===== src/rtl/mxbus_rd_arbiter_pkg.sv =====
// Shared types and helpers for the MX Bus read/write channel arbiters.
package mxbus_pkg;

   typedef enum logic [1:0] {
      IDLE,
      ISSUE,
      WAIT
   } arb_state_t;

   // Width of a counter that must hold 0..timeout inclusive.
   function automatic int unsigned timer_width(input int unsigned timeout);
      return $clog2(timeout + 1);
   endfunction

endpackage


===== src/rtl/mxbus_rr_pick.sv =====
// Combinational round-robin picker: first set req bit at or above ptr, wrapping.
module mxbus_rr_pick #(
   parameter int unsigned NUM_MASTERS = 4,
   parameter int unsigned IDX_W       = $clog2(NUM_MASTERS)
) (
   input  logic [NUM_MASTERS-1:0] req,
   input  logic [IDX_W-1:0]       ptr,
   output logic                   valid,
   output logic [IDX_W-1:0]       grant
);

   always_comb begin
      int unsigned idx;
      valid = 1'b0;
      grant = '0;
      idx   = 0;
      for (int unsigned off = 0; off < NUM_MASTERS; off++) begin
         idx = 32'(ptr) + off;
         if (idx >= NUM_MASTERS) idx = idx - NUM_MASTERS;
         if (!valid && req[idx[IDX_W-1:0]]) begin
            valid = 1'b1;
            grant = idx[IDX_W-1:0];
         end
      end
   end

endmodule


===== src/rtl/mxbus_rd_arbiter.sv =====
// Round-robin arbiter sharing one MX Bus read slave between NUM_MASTERS masters,
// with a watchdog that error-completes transactions the slave never finishes.
module mxbus_rd_arbiter
   import mxbus_pkg::*;
#(
   parameter int unsigned NUM_MASTERS = 4,
   parameter int unsigned ADDR_WIDTH  = 8,
   parameter int unsigned DATA_WIDTH  = 8,
   parameter int unsigned TIMEOUT     = 15
) (
   input  logic                              clk,
   input  logic                              rst,
   input  logic [NUM_MASTERS-1:0]            m_rd_txn_start,
   input  logic [NUM_MASTERS*ADDR_WIDTH-1:0] m_rd_addr,
   output logic                              m_rd_ready,
   output logic [NUM_MASTERS-1:0]            m_rd_txn_ack,
   output logic [NUM_MASTERS-1:0]            m_rd_txn_cpl,
   output logic [NUM_MASTERS-1:0]            m_rd_err,
   output logic [DATA_WIDTH-1:0]             m_rd_data,
   output logic                              s_rd_txn_start,
   output logic [ADDR_WIDTH-1:0]             s_rd_addr,
   input  logic                              s_rd_ready,
   input  logic [DATA_WIDTH-1:0]             s_rd_data,
   input  logic                              s_rd_txn_ack,
   input  logic                              s_rd_txn_cpl
);

   localparam int unsigned IDX_W = $clog2(NUM_MASTERS);
   localparam int unsigned TMR_W = timer_width(TIMEOUT);

   arb_state_t                state, state_d;
   logic [NUM_MASTERS-1:0]    pending, pending_d, set_mask, clr_mask;
   logic [ADDR_WIDTH-1:0]     addr_q [NUM_MASTERS];
   logic [IDX_W-1:0]          ptr, gnt_q, pick_idx, ptr_adv;
   logic                      pick_valid;
   logic [TMR_W-1:0]          timer;
   logic                      grant_now, done_ok, done_err, done;
   logic                      s_start_d;
   logic [ADDR_WIDTH-1:0]     s_addr_d;
   logic [NUM_MASTERS-1:0]    ack_d, cpl_d, err_d;
   logic [DATA_WIDTH-1:0]     data_d;
   logic                      s_ack_unused;

   assign s_ack_unused = s_rd_txn_ack;

   function automatic logic [NUM_MASTERS-1:0] onehot(input logic [IDX_W-1:0] i);
      onehot    = '0;
      onehot[i] = 1'b1;
   endfunction

   mxbus_rr_pick #(
      .NUM_MASTERS(NUM_MASTERS),
      .IDX_W      (IDX_W)
   ) u_pick (
      .req  (pending),
      .ptr  (ptr),
      .valid(pick_valid),
      .grant(pick_idx)
   );

   // A start on the edge that completes the same master re-arms it (set wins over clear).
   always_comb begin
      grant_now = (state == IDLE) && s_rd_ready && pick_valid;
      done_ok   = (state == WAIT) && s_rd_txn_cpl;
      done_err  = (state == WAIT) && !s_rd_txn_cpl && (timer == TMR_W'(TIMEOUT - 1));
      done      = done_ok || done_err;
      clr_mask  = done ? onehot(gnt_q) : '0;
      set_mask  = m_rd_txn_start & (~pending | clr_mask);
      pending_d = (pending & ~clr_mask) | set_mask;
      ptr_adv   = (gnt_q == IDX_W'(NUM_MASTERS - 1)) ? '0 : gnt_q + 1'b1;
   end

   always_ff @(posedge clk) begin
      if (rst) state <= IDLE;
      else     state <= state_d;
   end

   always_comb begin
      state_d = state;
      case (state)
         IDLE:    if (grant_now) state_d = ISSUE;
         ISSUE:   state_d = WAIT;
         WAIT:    if (done) state_d = IDLE;
         default: state_d = IDLE;
      endcase
   end

   always_comb begin
      s_start_d = grant_now;
      s_addr_d  = grant_now ? addr_q[pick_idx] : '0;
      ack_d     = grant_now ? onehot(pick_idx) : '0;
      cpl_d     = clr_mask;
      err_d     = done_err ? onehot(gnt_q) : '0;
      data_d    = done_ok ? s_rd_data : '0;
   end

   always_ff @(posedge clk) begin
      if (rst) begin
         pending        <= '0;
         ptr            <= '0;
         gnt_q          <= '0;
         timer          <= '0;
         m_rd_ready     <= 1'b0;
         m_rd_txn_ack   <= '0;
         m_rd_txn_cpl   <= '0;
         m_rd_err       <= '0;
         m_rd_data      <= '0;
         s_rd_txn_start <= 1'b0;
         s_rd_addr      <= '0;
      end else begin
         pending        <= pending_d;
         if (grant_now) gnt_q <= pick_idx;
         if (done)      ptr   <= ptr_adv;
         timer          <= ((state == WAIT) && !done) ? timer + 1'b1 : '0;
         m_rd_ready     <= s_rd_ready;
         m_rd_txn_ack   <= ack_d;
         m_rd_txn_cpl   <= cpl_d;
         m_rd_err       <= err_d;
         m_rd_data      <= data_d;
         s_rd_txn_start <= s_start_d;
         s_rd_addr      <= s_addr_d;
      end
   end

   always_ff @(posedge clk) begin
      for (int unsigned i = 0; i < NUM_MASTERS; i++) begin
         if (set_mask[i]) addr_q[i] <= m_rd_addr[i*ADDR_WIDTH +: ADDR_WIDTH];
      end
   end

endmodule


===== config.mk =====
export PLATFORM = sky130hd
export DESIGN_NAME = mxbus_rd_arbiter
export DESIGN_NICKNAME = d
export VERILOG_FILES = /design/src/rtl/mxbus_rd_arbiter_pkg.sv /design/src/rtl/mxbus_rr_pick.sv /design/src/rtl/mxbus_rd_arbiter.sv
export SDC_FILE = /design/constraint.sdc
export NUM_CORES = 1
export LEC_CHECK = 0
export BUFFER_PORTS_ARGS = -buffer_cell sky130_fd_sc_hd__buf_2
export CAP_MARGIN = 20
export CORE_UTILIZATION = 45
export CTS_BUF_LIST = sky130_fd_sc_hd__clkbuf_8
export DETAILED_ROUTE_END_ITERATION = 10
export MAX_ROUTING_LAYER = met4
export PLACE_DENSITY = 0.76
export RECOVER_POWER = 100
export SYNTH_ARGS = -nofsm -noshare
export SYNTH_HDL_FRONTEND = slang
export SYNTH_SLANG_ARGS = --single-unit
export TNS_END_PERCENT = 50

===== constraint.sdc =====
create_clock -name clk -period 2.1 [get_ports clk]
set_input_delay 0.105 -clock clk [delete_from_list [all_inputs] [get_ports clk]]
set_output_delay 0.105 -clock clk [all_outputs]
set_load 0.02 [all_outputs]

== Word level (Yosys, flattened, before mapping) ==
Memories as Yosys holds them, arrays and structs flattened. A register that Yosys moved wholly into a read port is not among the register bits.
Cells that the tools add are included.
W data, S select, Z words.

* Reductions and logical operators: 23
* Add/sub/neg operators: 9
* Mux-type cells: 37
* Bitwise gates (word level): 10
* Equal/unequal tests: 6
* Magnitude comparators: 12

{| class="wikitable"
|+ Operators with widths
! cell !! count
|-
| $mux W2 || 11
|-
| $lt A2 B3 Y1 const B || 6
|-
| $mux W1 || 18
|-
| $logic_and A1 B1 Y1 || 11
|-
| $ge A3 B3 Y1 const B || 3
|-
| $and A4 B4 Y4 || 2
|-
| $bmux W1 S2 || 4
|-
| $not A4 Y4 || 2
|-
| $or A4 B4 Y4 || 2
|-
| $reduce_or A2 Y1 || 4
|-
| $sub A2 B1 Y2 const B || 4
|-
| $add A2 B2 Y3 const B || 2
|-
| $pmux W2 S3 || 1
|-
| $logic_not A1 Y1 || 5
|-
| $add A4 B1 Y4 const B || 1
|-
| $demux W1 S2 || 2
|-
| $eq A2 B2 Y1 const B || 2
|-
| $eq A4 B4 Y1 const B || 1
|-
| $ge A2 B1 Y1 const B || 2
|-
| $mux W4 || 1
|-
| $ne A2 B2 Y1 const B || 2
|-
| $not A1 Y1 || 4
|-
| $add A2 B1 Y3 const B || 1
|-
| $ge A2 B3 Y1 const B || 1
|-
| 5 further kinds || 5
|}

* Output and inout port bits: 30
* Flip-flop bits (word level): 36
* Memory bits (writable): 32
* Word-level logic and storage cells: 109
* Memories kept: 1
* Bits of input ports: 49

{| class="wikitable"
|+ Memory list
! name !! depth !! width !! rd ports !! clocked after memory_dff !! wr ports !! RTL line !! RTL
|-
| addr_q || 4 || 8 || 1 || 1 || 4 || mxbus_rd_arbiter.sv:33 || <nowiki>logic [ADDR_WIDTH-1:0] addr_q [NUM_MASTERS];</nowiki>
|}

== Logic depth before layout (Yosys ltp) ==
Gate-level depths: netlist of the first run.

* Depth in word-level cells: 18
* Gate-level depth with buffers: 8
* Mapped depth without buffers: 7

== Cells and area by module ==
Synthesis of the first run repeated with hierarchy kept, for this count alone.

* Cells, all modules: 193
* Area, all modules: 2688.8 sq um

{| class="wikitable"
|+ By module, submodules not included
! module !! times used !! cells an instance !! sequential area each (sq um) !! area an instance (sq um)
|-
| mxbus_rd_arbiter || 1 || 178 || 1841.8 || 2611.3
|-
| mxbus_rr_pick || 1 || 15 || 0.0 || 77.6
|}

== Worst setup path after synthesis of the first run ==
No wires, ideal clock.

* Path type: register to register
* From: register timer[0]
* To: memory addr_q[3][0], enable pin
* Data arrival time: 1689 ps
* Library setup time: 385 ps
* Stages on the path, launching flop included: 8
* Period minus slack after synthesis: 2075 ps
* Slack: 25 ps
* Cell sequence: dfxtp_1 -> inv_1 -> ha_1 -> and3_1 -> o21a_1 -> buf_2 -> nand2_1 -> a21boi_0

{| class="wikitable"
|+ RTL lines
! element !! RTL line !! RTL
|-
| start: declaration || mxbus_rd_arbiter.sv:36 || <nowiki>logic [TMR_W-1:0] timer;</nowiki>
|-
| start signal: assignment || mxbus_rd_arbiter.sv:114 || <nowiki>timer <= ((state == WAIT) && !done) ? timer + 1'b1 : '0;</nowiki>
|-
| end: declaration || mxbus_rd_arbiter.sv:33 ||
|}

== Final worst setup path of the first run ==
* From: register ptr[1]
* To: register s_rd_addr[2], read port of addr_q

* Longest elaborated chain between the ends: 17
* Elaborated cells on any way between the ends: 40
* Those cells by class: add/sub: 7; order compare: 4; mux: 20; bitwise: 1; reduce/logical: 8

{| class="wikitable"
|+ Ends and longest elaborated chain
! element !! RTL line !! RTL
|-
| start: declaration || mxbus_rd_arbiter.sv:34 || <nowiki>logic [IDX_W-1:0] ptr, gnt_q, pick_idx, ptr_adv;</nowiki>
|-
| start signal: assignment || mxbus_rd_arbiter.sv:113 || <nowiki>if (done) ptr <= ptr_adv;</nowiki>
|-
| parallel branches: the longest is 17 deep, another holds $add A2 B1 Y3 || -- ||
|-
| end: declaration || mxbus_rd_arbiter.sv:21 || <nowiki>output logic [ADDR_WIDTH-1:0] s_rd_addr,</nowiki>
|}

Several ways; the timed one is not identified. The select of a mux whose other input is x is not followed.
A chain may end at the register's enable or synchronous reset.

==> results_tabular.tex, run 1 <==
\begin{tabular}{lr}
\hline
Metric & Value \\
\hline
\multicolumn{2}{l}{\textbf{Timing}} \\
Clock period minus worst slack & between 1.5 and 2 ns \\
Post-route clock skew & 0.00557 ns \\
Slew at the pin closest to its max-slew limit & about 0.62 ns \\
Total negative setup slack & 0 ns \\
Headroom to the max-slew limit & 0.586 \\
Number of failing hold endpoints at the final stage & 0 \\
Total setup violations reported at the end of the flow & 0 \\
Max Clock Freq & around 0.52 GHz \\
Tcrit/Tclk final & 0.916 \\
Slew Limit Fails & 0 \\
RSZ-0062 raised after global routing & no \\
\multicolumn{2}{l}{\textbf{Pwr}} \\
Internal portion of total power & between 0.002 and 0.0025 W \\
Logic gate share of total power & 0.103 \\
Power density over cell area & 825 mW/mm\^{}2 \\
Switching part of the total power & 0.216 \\
Maximum vdd ir drop & 0.421 mV \\
Static Leakage & 1.56 nW \\
Fraction of power consumed by the clock network & 0.376 \\
Sw power & between 0.0006 and 0.0007 W \\
Flop pwr share & 0.521 \\
\multicolumn{2}{l}{\textbf{Yosys}} \\
Number of standard cells after synthesis & roughly 200 \\
Cell Area, Synth & about 0.0027 sq mm \\
Number of register bits inferred by synthesis & 76 \\
Syn Area/Cell & between 10 and 15 sq um \\
Post-synth cell types & 32 \\
Register area share after synthesis & 0.678 \\
Cell type contributing the most total cell area after synthesis & sky130\_fd\_sc\_hd\_\_edfxtp\_1 \\
Synth warn & 0 \\
Net count after synthesis & 251 \\
Largest cells by area after synthesis & sky130\_fd\_sc\_hd\_\_edfxtp\_1, sky130\_fd\_sc\_hd\_\_dfxtp\_1, sky130\_fd\_sc\_hd\_\_mux2i\_1 \\
Area share of the largest cell type after synthesis & 0.354 \\
\multicolumn{2}{l}{\textbf{Cells and area}} \\
Layout Nets & 383 \\
Commonest non-fill, non-tap cell in the layout & sky130\_fd\_sc\_hd\_\_buf\_2 \\
Post-synthesis to final-layout area growth & 40.2\% \\
Util after Layout & 0.671 \\
Highest-count cells in the layout ignoring fill and taps & sky130\_fd\_sc\_hd\_\_buf\_2, sky130\_fd\_sc\_hd\_\_dfxtp\_1, sky130\_fd\_sc\_hd\_\_dlygate4sd3\_1 \\
Post-layout instance area & around 0.0038 sq mm \\
Fraction of layout cells with a size suffix above 1 & 0.234 \\
Antenna Diode Count & 0 \\
Fillcell total & 440 \\
\multicolumn{2}{l}{\textbf{Placement}} \\
Area post-placement & around 0.0032 sq mm \\
Final estimated routing congestion in global placement & just under 0.8 \\
HPWL after detailed placement & between 3 and 4 mm \\
Buffers on Ports & just under 80 \\
\multicolumn{2}{l}{\textbf{Worst setup path}} \\
Cell-by-cell trace of the critical path & mux2i\_1 -> nor2\_1 -> a311oi\_4 -> buf\_4 -> mux2i\_1 -> o22ai\_2 \\
Slowest cell on the critical path & sky130\_fd\_sc\_hd\_\_dfxtp\_1 \\
Category of the worst setup path capture point & flop \\
Required @ worst endpoint & approximately 2.3 ns \\
Launching element type of the critical path & flop \\
Largest incremental delay on the critical path & 0.47 ns \\
Type of the setup path with the least slack & flop to flop \\
Most used cell along the critical path & sky130\_fd\_sc\_hd\_\_mux2i\_1 \\
Data arrival time at the worst-slack endpoint & between 2 and 2.5 ns \\
Largest fanout of any net on the critical path & 6 \\
\multicolumn{2}{l}{\textbf{CTS}} \\
Number of buffers inserted during clock tree synthesis & 9 \\
CTS tree & done \\
Library cell used as clock root buffer & sky130\_fd\_sc\_hd\_\_clkbuf\_8 \\
Largest buffer count on any clock path & 2 \\
Clk pin slew, worst setup/hold paths & around 0.070 ns \\
Clock insertion delay at the later pin of the skew report & 0.33 ns \\
Setup Buffers After CTS & 0 \\
Number of levels the H-tree was split into & 3 \\
\# clock sinks & between 70 and 80 \\
\multicolumn{2}{l}{\textbf{Detailed routing}} \\
DRC Markers & 0 \\
Routed WL per cell & about 14 um \\
Via/cell ratio & 4.71 \\
Count of antenna-violating nets left after detailed routing & 0 \\
Wirelength, routed & 5.73 mm \\
DRT iter0 DRCs & 55 \\
First drt pass iteration count & 4 \\
Vias after detailed routing & roughly 1900 \\
\multicolumn{2}{l}{\textbf{Global routing}} \\
Initial antenna violation count & 0 \\
Gr usage total & 0.198 \\
Maximum number of pins on one net before global-route repair & 16 \\
Vias in the first global route & 1925 \\
Overflow left after global routing & 0 \\
First-pass GRT wire length & slightly below 9 mm \\
\multicolumn{2}{l}{\textbf{Die}} \\
Vertical die dimension & between 70 and 80 um \\
Top-level port count & 79 \\
Core Rows & 27 \\
Horizontal extent of the die & around 80 um \\
Core Area & approximately 0.0057 sq mm \\
Die area & between 0.006 and 0.007 sq mm \\
Starting Density & 0.479 \\
\multicolumn{2}{l}{\textbf{Min path}} \\
Type of the tightest min-delay check & input pin to flop \\
\multicolumn{2}{l}{\textbf{Run status}} \\
Status & complete, no violations \\
\multicolumn{2}{l}{\textbf{Run}} \\
Number of max-cap violations & 0 \\
\hline
\end{tabular}
[kinds of logic after synthesis]
logic type,count (synthesis),synth area share
flops,76,0.678
buf+inv,11,0.0226
compound gates,23,0.0746
fa+ha+maj,6,0.0276
simple gates,57,0.114
mux,21,0.0773
xor+xnor,2,0.00645
[power by group through the flow]
stage	Clock (W)	Combinational, W	Sequential (W)
after floorplan	0	0.000144	0.00169
after global placement	0	0.000260	0.00167
after detailed placement	0	0.000267	0.00167
after CTS	0.00120	0.000331	0.00164
after global routing	0.00128	0.000352	0.00164
final	0.00118	0.000324	0.00164
[cells in the mapped netlist, drive strengths merged]
library cell,instances
nand2b,3
a311oi,1
a21boi,4
nor3b,1
nor2b,3
xnor2,1
nand3,2
and3b,1
o22ai,8
a21oi,7
o2bb2a,1
buf,4
and2,12
mux2i,21
nor2,22
edfxtp,32
o21a,1
xor2,1
or4,1
inv,6
dfxtp,44
and3,5
clkbuf,1
ha,6
o21ai,1
nand2,7
[cell type report]
type,count,area (sq um),share of cell area
Clock buffer,10,138,0.0361
Multi-Input combinational cell,109,813,0.213
Clock inverter,6,78.8,0.0207
Sequential cell,76,1840,0.483
Timing Repair Buffer,126,826,0.217
Inverter,6,22.5,0.00591
Tap cell,72,90.1,0.0236
[per-layer routing]
metal	global-route usage	vias up	share of wire
li1	-	955	-
met1	0.218	890	0.41
met2	0.334	58	0.52
met3	0.0583	6	0.049
met4	0.0836	0	0.013
met5	-	-	0
[critical path, delay by kind of cell (launching register included)]
kind / cells / cell delay, ns
muxes: 2 / 0.50
DFF: 1 / 0.47
AOI/OAI and AO/OA: 2 / 0.50
buffers and inverters: 1 / 0.25
and+or+nand+nor: 1 / 0.08
[final timing paths]
path,depth (start not counted),from,slack (ns),to
hold / removal,2,s_rd_ready,0.01,m_rd_ready
setup / recovery,6,ptr[1],0.18,s_rd_addr[2]
setup reg to reg,6,ptr[1],0.18,s_rd_addr[2]
hold reg to reg,1,timer[0],0.47,timer[0]
[what timing repair did]
| action | 4_1_cts | 5_1_grt |
|---|---|---|
| hold buffers | 43 | 0 |
| hold endpoints to repair | 43 | 0 |
| resized for setup | 0 | 1 |
| endpoints found under the setup margin | 0 | 1 |
[state kept, by name (all words and copies together) (netlist names)]
register        cells
m_rd_txn_cpl        4
s_rd_addr           8
addr_q             32
state               2
m_rd_txn_ack        4
m_rd_ready          1
s_rd_txn_start      1
m_rd_data           8
m_rd_err            4
pending             4
gnt_q               2
ptr                 2
timer               4
[metrics by stage]
step / hold slack, ns / total power, W / setup WS (ns) / std cells
2_1_floorplan: 0.177 / 0.00183 / 0.0254 / 196
3_3_place_gp: 0.282 / 0.00193 / 0.218 / 346
3_5_place_dp: 0.283 / 0.00194 / 0.147 / 346
4_1_cts: 0.00938 / 0.00317 / 0.124 / 405
5_1_grt: 0.00903 / 0.00328 / 0.0304 / 405
6_report: 0.00973 / 0.00314 / 0.177 / 405
Power figures use the tool's default switching activity.
==> run 2: changes to the inputs <==
- CORE_MARGIN: default -> 10
==> results_tabular.tex, run 2 (same netlist as run 1, synthesis figures left out) <==
\begin{tabular}{lr}
\hline
Metric & Value \\
\hline
\multicolumn{2}{l}{\textbf{CTS}} \\
CTS tree & done \\
Count of instances resized after the clock tree is built & 0 \\
Clock insertion delay at the later pin of the skew report & between 0.3 and 0.4 ns \\
CTS hold repair buffers & 41 \\
Largest buffer count on any clock path & 2 \\
Clk pin slew, worst setup/hold paths & $\sim$0.08 ns \\
Number of levels the H-tree was split into & 3 \\
Library cell used as clock root buffer & sky130\_fd\_sc\_hd\_\_clkbuf\_8 \\
Number of buffers inserted during clock tree synthesis & 9 \\
Setup Buffers After CTS & 0 \\
\# clock sinks & 76 \\
\multicolumn{2}{l}{\textbf{Detailed routing}} \\
Count of antenna-violating nets left after detailed routing & 0 \\
DRT iter0 DRCs & 50 \\
Via/cell ratio & roughly 4.7 \\
Wirelength, routed & around 6.4 mm \\
DRC Markers & 0 \\
First drt pass iteration count & 4 \\
Routed WL per cell & $\sim$16 um \\
Vias after detailed routing & between 1500 and 2000 \\
\multicolumn{2}{l}{\textbf{Cells and area}} \\
Commonest non-fill, non-tap cell in the layout & sky130\_fd\_sc\_hd\_\_dfxtp\_1 \\
Biggest regs & addr\_q: 32 flops, m\_rd\_data: 8 flops, s\_rd\_addr: 8 flops \\
Util after Layout & 0.630 \\
Fillcell total & between 400 and 500 \\
Largest register FFs & 32 \\
Count of non-filler cells in the finished layout & approximately 410 \\
Fraction of layout cells with a size suffix above 1 & 0.212 \\
Layout Nets & 380 \\
Register with the highest flop count & addr\_q \\
Post-synthesis to final-layout area growth & 36.5\% \\
Highest-count cells in the layout ignoring fill and taps & sky130\_fd\_sc\_hd\_\_dfxtp\_1, sky130\_fd\_sc\_hd\_\_buf\_2, sky130\_fd\_sc\_hd\_\_dlygate4sd3\_1 \\
Seq. cell area & about 0.0018 sq mm \\
Multi-input gate area & around 800 sq um \\
Antenna Diode Count & 0 \\
\multicolumn{2}{l}{\textbf{Pwr}} \\
Switching part of the total power & 0.232 \\
Flop pwr share & 0.570 \\
Maximum vdd ir drop & 0.368 mV \\
Fraction of power consumed by the clock network & 0.321 \\
Post-layout total power & roughly 0.0029 W \\
Power density over cell area & roughly 780 mW/mm\^{}2 \\
Sw power & approximately 0.00067 W \\
Internal portion of total power & 0.00221 W \\
Static Leakage & roughly 1.5 nW \\
Logic gate share of total power & 0.109 \\
\multicolumn{2}{l}{\textbf{Min path}} \\
Type of the tightest min-delay check & input pin to flop \\
\multicolumn{2}{l}{\textbf{Worst setup path}} \\
Category of the worst setup path capture point & flop \\
Largest fanout of any net on the critical path & 10 \\
Type of the setup path with the least slack & flop to flop \\
Launching element type of the critical path & flop \\
Data arrival time at the worst-slack endpoint & between 2 and 2.5 ns \\
Required @ worst endpoint & 2.30 ns \\
\multicolumn{2}{l}{\textbf{Run status}} \\
Status & complete, no violations \\
\multicolumn{2}{l}{\textbf{Global routing}} \\
Maximum number of pins on one net before global-route repair & 20 \\
Overflow left after global routing & 0 \\
First-pass GRT wire length & a little under 10 mm \\
Initial antenna violation count & 0 \\
Gr usage total & 0.135 \\
Vias in the first global route & 1977 \\
\multicolumn{2}{l}{\textbf{Placement}} \\
HPWL after detailed placement & roughly 4.3 mm \\
Buffers on Ports & 77 \\
Final estimated routing congestion in global placement & between 0.7 and 0.8 \\
Number of cells in the design after placement & about 350 \\
\multicolumn{2}{l}{\textbf{Die}} \\
Core Area & $\sim$0.006 sq mm \\
Starting Density & 0.462 \\
Core Rows & 28 \\
Top-level port count & 79 \\
Die area & $\sim$0.0095 sq mm \\
Vertical die dimension & a little under 100 um \\
Horizontal extent of the die & 97.7 um \\
\multicolumn{2}{l}{\textbf{Timing}} \\
Max Clock Freq & around 0.51 GHz \\
Slew at the pin closest to its max-slew limit & between 0.6 and 0.7 ns \\
Total negative setup slack & 0 ns \\
RSZ-0062 raised after global routing & no \\
Slew Limit Fails & 0 \\
Tcrit/Tclk final & 0.938 \\
Number of failing hold endpoints at the final stage & 0 \\
Headroom to the max-slew limit & 0.550 \\
Post-route clock skew & 0.00906 ns \\
Clock period minus worst slack & between 1.5 and 2 ns \\
Total setup violations reported at the end of the flow & 0 \\
\multicolumn{2}{l}{\textbf{Run}} \\
Number of max-cap violations & 0 \\
\hline
\end{tabular}
-- run 2: cell count changes in the layout (fill, tap and decap cells not counted), sizes merged --
cell	change
inv	+2
buf	-6
clkbuf	+5
dlygate4sd3	-2
bufinv	-2
-- run 2: per-stage QoR --
step           setup WS, ns  area, sq um  hold slack (ns)
5_1_grt             0.00661         3710          0.00283
3_5_place_dp          0.194         3220            0.284
3_3_place_gp          0.279         3220            0.283
2_1_floorplan        0.0254         2720            0.177
4_1_cts               0.184         3790       0.00000488
6_report              0.130         3710          0.00371
-- run 2: final timing paths --
kind	startpoint	to	slack, ns	cells past startpoint
max	pending[2]	s_rd_addr[4]	0.13	5
min	m_rd_txn_start[1]	pending[1]	0.004	3
max reg2reg	pending[2]	s_rd_addr[4]	0.13	5
min reg2reg	timer[0]	timer[0]	0.47	1
-- run 2: power by group through the flow --
stage | clock (W) | combinational [W] | sequential (W)
6_report | 0.000923 | 0.000314 | 0.00164
5_1_grt | 0.00100 | 0.000339 | 0.00164
4_1_cts | 0.000938 | 0.000336 | 0.00164
3_5_place_dp | 0 | 0.000274 | 0.00167
3_3_place_gp | 0 | 0.000267 | 0.00167
2_1_floorplan | 0 | 0.000144 | 0.00169
-- run 2: cell type report --
| class | count | area share |
|---|---|---|
| sequential | 76 | 0.497 |
| multi-input combinational | 109 | 0.214 |
| clock buffer | 10 | 0.0371 |
| tap | 75 | 0.0253 |
| timing repair buffer | 123 | 0.214 |
| inverter | 6 | 0.00607 |
| clock inverter | 6 | 0.00709 |
-- run 2: metal layers --
metal,up-vias,track usage,part of all wire
li1,941,-,-
met1,907,0.139,0.41
met2,52,0.230,0.53
met3,14,0.0377,0.044
met4,0,0.0682,0.020
met5,-,-,0
-- run 2: worst max-delay path, stage by stage, from the launching register on --
cell and delay [ns]:
sky130_fd_sc_hd__dfxtp_1 0.36, sky130_fd_sc_hd__or4_1 0.54, sky130_fd_sc_hd__nand3_1 0.21, sky130_fd_sc_hd__nor2_1 0.11, sky130_fd_sc_hd__nand2_1 0.43, sky130_fd_sc_hd__o22ai_1 0.19
